$ cat config.mk
export PLATFORM = sky130hd
export DESIGN_NAME = flip_sequencer
export DESIGN_NICKNAME = d
export VERILOG_FILES = /design/src/rtl/flip_seq_pkg.sv /design/src/rtl/flip_phase_timer.sv /design/src/rtl/flip_sequencer.sv
export SDC_FILE = /design/constraint.sdc
export NUM_CORES = 1
export LEC_CHECK = 0
export BUFFER_PORTS_ARGS = -buffer_cell sky130_fd_sc_hd__buf_2
export CAP_MARGIN = 5
export CELL_PAD_IN_SITES_DETAIL_PLACEMENT = 1
export CELL_PAD_IN_SITES_GLOBAL_PLACEMENT = 1
export CORE_UTILIZATION = 45
export CTS_BUF_LIST = sky130_fd_sc_hd__clkbuf_4 sky130_fd_sc_hd__clkbuf_8
export CTS_CLUSTER_SIZE = 14
export DETAILED_ROUTE_END_ITERATION = 6
export PLACE_DENSITY = 0.87
export SETUP_SLACK_MARGIN = 0.5
export SYNTH_ARGS = -nofsm -noshare
export SYNTH_HDL_FRONTEND = slang
export SYNTH_SLANG_ARGS = --single-unit
$ cat constraint.sdc
create_clock -name flip_clk -period 5.5 [get_ports flip_clk]
set_input_delay 0 -clock flip_clk [delete_from_list [all_inputs] [get_ports flip_clk]]
set_output_delay 0 -clock flip_clk [all_outputs]
set_load 0.05 [all_outputs]
$ cat src/rtl/flip_seq_pkg.sv
`default_nettype none
// ============================================================================
// flip_seq_pkg : shared state encoding and field widths for flip_sequencer
// Revision 1.0
// ============================================================================
package flip_seq_pkg;

  localparam int IDX_W  = 16;
  localparam int REPS_W = 16;

  typedef enum logic [1:0] {
    IDLE    = 2'd0,
    BASE    = 2'd1,
    FLIPPED = 2'd2
  } state_t;

endpackage
`default_nettype wire

$ cat src/rtl/flip_phase_timer.sv
`default_nettype none
// ============================================================================
// flip_phase_timer : loadable down-counter that saturates at zero
// Revision 1.0
// ============================================================================
module flip_phase_timer #(
  parameter int CNT_W = 32
) (
  input  logic             flip_clk,
  input  logic             reset,
  input  logic             load,
  input  logic [CNT_W-1:0] load_val,
  output logic             expired
);

  logic [CNT_W-1:0] r_count;

  always_ff @(posedge flip_clk or negedge reset) begin
    if (!reset) begin
      r_count <= '0;
    end else if (load) begin
      r_count <= load_val;
    end else if (r_count != '0) begin
      r_count <= r_count - CNT_W'(1);
    end
  end

  assign expired = (r_count == '0);

endmodule
`default_nettype wire

$ cat src/rtl/flip_sequencer.sv
`default_nettype none
// ============================================================================
// flip_sequencer : drives a base vector, periodically toggling one bit
// Revision 1.0
// ============================================================================
module flip_sequencer
  import flip_seq_pkg::*;
#(
  parameter int NUM_INS = 8,
  parameter int CNT_W   = 32
) (
  input  logic               flip_clk,
  input  logic               reset,
  input  logic               cfg_valid,
  output logic               cfg_ready,
  input  logic [NUM_INS-1:0] cfg_base,
  input  logic [IDX_W-1:0]   cfg_index,
  input  logic [CNT_W-1:0]   cfg_half_period,
  input  logic [REPS_W-1:0]  cfg_reps,
  input  logic               abort,
  output logic [NUM_INS-1:0] dut_inputs,
  output logic               trigger,
  output logic               busy,
  output logic               done,
  output logic               cfg_err
);

  localparam logic [IDX_W:0] c_num_ins = NUM_INS[IDX_W:0];

  state_t              r_state;
  logic [NUM_INS-1:0]  r_base;
  logic [IDX_W-1:0]    r_index;
  logic [CNT_W-1:0]    r_half;
  logic [REPS_W-1:0]   r_remaining;

  logic                w_accept;
  logic                w_cfg_bad;
  logic                w_start;
  logic                w_expired;
  logic                w_phase_end;
  logic                w_last;
  logic                w_load;
  logic [CNT_W-1:0]    w_load_val;
  logic [NUM_INS-1:0]  w_flip_mask;

  assign cfg_ready   = (r_state == IDLE) && !abort;
  assign w_accept    = cfg_valid && cfg_ready;
  assign w_cfg_bad   = ({1'b0, cfg_index} >= c_num_ins) || (cfg_half_period == '0);
  assign w_start     = w_accept && !w_cfg_bad;
  assign w_phase_end = (r_state != IDLE) && !abort && w_expired;
  // remaining == 0 while active means continuous mode, so only 1 ends the run
  assign w_last      = (r_state == FLIPPED) && (r_remaining == REPS_W'(1));
  assign w_load      = w_start || (w_phase_end && !w_last);
  assign w_load_val  = w_start ? (cfg_half_period - CNT_W'(1)) : (r_half - CNT_W'(1));
  assign w_flip_mask = NUM_INS'(1) << r_index;

  flip_phase_timer #(
    .CNT_W (CNT_W)
  ) u_timer (
    .flip_clk (flip_clk),
    .reset    (reset),
    .load     (w_load),
    .load_val (w_load_val),
    .expired  (w_expired)
  );

  always_ff @(posedge flip_clk or negedge reset) begin
    if (!reset) begin
      r_state     <= IDLE;
      r_base      <= '0;
      r_index     <= '0;
      r_half      <= '0;
      r_remaining <= '0;
      dut_inputs  <= '0;
      trigger     <= 1'b0;
      busy        <= 1'b0;
      done        <= 1'b0;
      cfg_err     <= 1'b0;
    end else begin
      trigger <= 1'b0;
      done    <= 1'b0;
      cfg_err <= 1'b0;
      case (r_state)
        IDLE: begin
          if (w_accept && w_cfg_bad) begin
            cfg_err <= 1'b1;
          end else if (w_start) begin
            r_state     <= BASE;
            r_base      <= cfg_base;
            r_index     <= cfg_index;
            r_half      <= cfg_half_period;
            r_remaining <= cfg_reps;
            dut_inputs  <= cfg_base;
            busy        <= 1'b1;
          end
        end
        BASE: begin
          if (abort) begin
            r_state    <= IDLE;
            dut_inputs <= r_base;
            busy       <= 1'b0;
          end else if (w_expired) begin
            r_state    <= FLIPPED;
            dut_inputs <= r_base ^ w_flip_mask;
            trigger    <= 1'b1;
          end
        end
        FLIPPED: begin
          if (abort) begin
            r_state    <= IDLE;
            dut_inputs <= r_base;
            busy       <= 1'b0;
          end else if (w_expired) begin
            dut_inputs <= r_base;
            if (w_last) begin
              r_state     <= IDLE;
              r_remaining <= '0;
              busy        <= 1'b0;
              done        <= 1'b1;
            end else begin
              r_state <= BASE;
              if (r_remaining != '0) begin
                r_remaining <= r_remaining - REPS_W'(1);
              end
            end
          end
        end
        default: begin
          r_state <= IDLE;
          busy    <= 1'b0;
        end
      endcase
    end
  end

endmodule
`default_nettype wire

==> insert_results.sql <==
INSERT INTO impl_metrics (metric_group, metric, value, unit) VALUES
('power_and_ir_drop', 'pwr_per_cell_area', '398.7', 'mW/mm^2'),
('synthesis', 'syn_nets', '858', ''),
('detailed_routing', 'routedWlPerCell', '19.90', 'um'),
('detailed_routing', 'wirelength', '22.03', 'mm'),
('grt', 'first_global_vias', '7003', ''),
('critical_path', 'worstPathBufferInverterCount', '3', ''),
('place', 'placement.io_buffers', '88', ''),
('clocking', 'cts_buffers', '17', ''),
('grt', 'grt_most_used_layer', 'met2', ''),
('critical_path', 'cp.required', '5.84', 'ns'),
('clocking', 'tritoncts', 'built', ''),
('sta', 'maxSlewHeadroom', '38.44', '%'),
('floorplanning', 'design.core.area', '0.01399', 'sq mm'),
('clocking', 'cts.clk_slew.worst_paths', '0.07', 'ns'),
('place', 'place.gp.congestion', '0.9254', ''),
('synthesis', 'ys_top_cells_by_area', 'sky130_fd_sc_hd__dfrtp_1, sky130_fd_sc_hd__nand2_1, sky130_fd_sc_hd__o21ai_0', ''),
('sta', 'drv_slew', '0', ''),
('min_path', 'hold_class', 'primary input to register', ''),
('synthesis', 'postSynthCellCount', '773', ''),
('detailed_routing', 'firstDrtPassIters', '4', ''),
('sta', 'maximum_frequency_from_static_timing_analysis', '222.2', 'MHz'),
('floorplanning', 'initial_utilization', '46.44', '%'),
('floorplanning', 'die_w', '122.2', 'um'),
('synthesis', 'ys_dominant_reg_cell', 'sky130_fd_sc_hd__dfrtp_1', ''),
('critical_path', 'critical_path_sink_type', 'register', ''),
('floorplanning', 'die_height', '122.2', 'um'),
('clocking', 'postCtsResizedCells', '0', ''),
('floorplanning', 'io_pins', '89', ''),
('clocking', 'h_tree_depth_reported_by_cts', '4', ''),
('sta', 'worst_slew_pin_slew', '0.9235', 'ns'),
('run', 'timing.max_cap.violations', '0', ''),
('synthesis', 'synth_area', '0.006496', 'sq mm'),
('clocking', 'clock_path_buffers', '2', ''),
('cells_and_area', 'final-instance-count-excl-fill', '1107', ''),
('power_and_ir_drop', 'vdd_ir_drop_max', '154.9', 'uV'),
('detailed_routing', 'drt-initial-drc-count', '432', ''),
('cells_and_area', 'area.growth.synth_to_final', '24.94', '%'),
('sta', 'report.final.hold_viol_count', '0', ''),
('synthesis', 'asyncSetResetFlopFracSynth', '100.0', '%'),
('sta', 'rsz0062_at_grt', 'no', ''),
('synthesis', 'ys.warnings.count', '0', ''),
('grt', 'grt_use_total', '31.23', '%'),
('clocking', 'post_cts_buffers', '0', ''),
('synthesis', 'synth-seq-area-share', '45.45', '%'),
('detailed_routing', 'routed_via_density', '5.949', ''),
('synthesis', 'synth.largest_area_cell', 'sky130_fd_sc_hd__dfrtp_1', ''),
('detailed_routing', 'routed-via-count', '6585', ''),
('cells_and_area', 'layout-drive-gt1-share', '16.31', '%'),
('cells_and_area', 'finalNetCount', '998', ''),
('sta', 'final_period_minus_worst_setup_slack', '4.501', 'ns'),
('grt', 'grt_max_degree', '72', ''),
('grt', 'grt_util_met2', '51.77', '%'),
('floorplanning', 'placementRows', '43', ''),
('run_status', 'run_status', 'complete, no violations', ''),
('place', 'post-place-cells', '1011', ''),
('power_and_ir_drop', 'power.leakage', '0.003814', 'uW'),
('cells_and_area', 'n_fill_cell', '1680', ''),
('sta', 'final.setup_skew', '0.01136', 'ns'),
('synthesis', 'number_of_synthesized_register_bits', '118', ''),
('grt', 'grt_use_met1', '39.34', '%'),
('synthesis', 'post_synth_cell_types', '58', ''),
('synthesis', 'top_post_synthesis_cells_by_count', 'sky130_fd_sc_hd__nand2_1, sky130_fd_sc_hd__dfrtp_1, sky130_fd_sc_hd__nor2_1', ''),
('critical_path', 'critical_path.slowest_cell', 'sky130_fd_sc_hd__or2_2', ''),
('synthesis', 'synthDominantCellAreaShare', '45.45', '%'),
('clocking', 'tritoncts_num_sinks', '118', ''),
('detailed_routing', 'ant_nets', '0', ''),
('grt', 'antenna_found_initial', '1', ''),
('synthesis', 'synthMostInstantiatedCell', 'sky130_fd_sc_hd__nand2_1', ''),
('critical_path', 'cp_data_arrival_time', '4.84', 'ns'),
('detailed_routing', 'route.detailed.drc', '0', ''),
('synthesis', 'synth_enable_flop_cells', '0', '');
-- per-layer routing --
| metal | up-vias | part of all wire (%) |
|---|---|---|
| met4 | 0 | 1.8 |
| met2 | 196 | 49 |
| met3 | 34 | 5.2 |
| met1 | 3359 | 44 |
| li1 | 2996 | - |
| met5 | - | 0 |
-- stage by stage --
stage	cell area [sq um]	utilization, %	worst slack (ns)	hold WS (ns)	power, uW
after floorplan	6496	-	0.6987	-0.2956	1988
after CTS	8114	58.01	1.096	0.03258	3224
after detailed placement	7067	50.52	1.115	0.06306	2334
after global placement	7067	50.52	1.356	0.05143	2261
after global routing	8117	58.02	0.6109	0.07583	3411
final	8117	58.02	0.9987	0.06123	3236
-- final timing paths --
check | slack (ns) | endpoint | start | cells after the start
min in group asynchronous | 0.10 | r_remaining[13] | reset | 2
max in group asynchronous | 4.02 | u_timer.r_count[26] | reset | 3
min | 0.06 | done | abort | 3
max | 1.0 | u_timer.r_count[28] | cfg_half_period[17] | 13
min reg2reg | 0.48 | r_half[31] | r_half[31] | 2
max reg2reg | 1.05 | u_timer.r_count[10] | r_state[1] | 15
-- cell usage in the layout, fill, tap and decap left out, drive strengths merged, types with 3 or more instances in the layout --
| master | synthesis | routed |
|---|---|---|
| nor2 | 81 | 81 |
| ha | 9 | 9 |
| o21ai | 63 | 63 |
| nor4 | 25 | 25 |
| inv | 11 | 11 |
| buf | 11 | 96 |
| or3 | 13 | 13 |
| a211o | 7 | 7 |
| a31oi | 6 | 6 |
| nand2 | 161 | 161 |
| o211ai | 11 | 11 |
| dlygate4sd3 | 0 | 63 |
| clkinv | 1 | 5 |
| and3 | 3 | 3 |
| clkbuf | 27 | 23 |
| o22ai | 10 | 10 |
| a211oi | 5 | 5 |
| o31ai | 5 | 5 |
| dfrtp | 118 | 118 |
| a21oi | 41 | 41 |
| and2 | 19 | 19 |
| mux2 | 7 | 7 |
| nor3 | 35 | 35 |
| bufinv | 0 | 3 |
| nand3b | 4 | 4 |
| xnor2 | 14 | 14 |
| xor2 | 13 | 13 |
| or4 | 5 | 5 |
| a31o | 3 | 3 |
| a22oi | 5 | 5 |
| nand4 | 8 | 8 |
| nand3 | 13 | 13 |
| mux2i | 8 | 8 |
| or2 | 8 | 8 |
-- cell type report --
| class | count | area (sq um) | area share [%] |
|---|---|---|---|
| Inverter | 12 | 45.04 | 0.5550 |
| Timing Repair Buffer | 159 | 1134 | 13.97 |
| Multi-Input combinational cell | 605 | 3341 | 41.16 |
| Antenna cell | 1 | 2.502 | 0.03083 |
| Clock buffer | 23 | 291.5 | 3.592 |
| Sequential cell | 118 | 2953 | 36.38 |
| Tap cell | 180 | 225.2 | 2.775 |
| Clock inverter | 9 | 125.1 | 1.542 |
-- kinds of logic (layout without fill, tap and decap cells) --
logic type      count (synthesis)  after routing  synth area share, %
mux                            15             15                2.446
buf+inv                        50            203                3.197
simple gates                  380            380                27.10
compound gates                174            174                16.43
other cells                     0              1                    0
fa+ha+maj                       9              9                1.733
xor+xnor                       27             27                3.640
flops                         118            118                45.45
-- what timing repair did --
item | 4_1_cts | 5_1_grt
hold buffers | 63 | 0
endpoints found under the hold margin | 115 | 0
setup endpoints to repair | 0 | 0
-- flip-flops by register name, summed over array words and instances (netlist names) --
name and count:
r_state 2, r_remaining 16, r_index 16, r_base 8, u_timer.r_count 32, trigger 1
r_half 32, cfg_err 1, done 1, busy 1, dut_inputs 8
-- power breakdown --
part,total [uW],switching [uW],internal [uW]
clock,851,362,489
combinational,1160,731,432
sequential,1220,177,1050
-- worst reg2reg max path, stage by stage, from the launching register on --
cell	delay, ns
sky130_fd_sc_hd__dfrtp_1	0.43
sky130_fd_sc_hd__inv_1	0.11
sky130_fd_sc_hd__ha_1	0.33
sky130_fd_sc_hd__nor2b_1	0.24
sky130_fd_sc_hd__nand2_1	0.09
sky130_fd_sc_hd__or2_2	0.41
sky130_fd_sc_hd__or2_2	0.60
sky130_fd_sc_hd__nand2_1	0.17
sky130_fd_sc_hd__nand2_1	0.09
sky130_fd_sc_hd__mux2i_1	0.18
sky130_fd_sc_hd__ha_1	0.23
sky130_fd_sc_hd__o221a_2	0.25
sky130_fd_sc_hd__nand4_1	0.45
sky130_fd_sc_hd__nor2_1	0.42
sky130_fd_sc_hd__xnor2_1	0.18
sky130_fd_sc_hd__o22ai_1	0.11
Note: power is estimated with default switching activity, not from simulation.
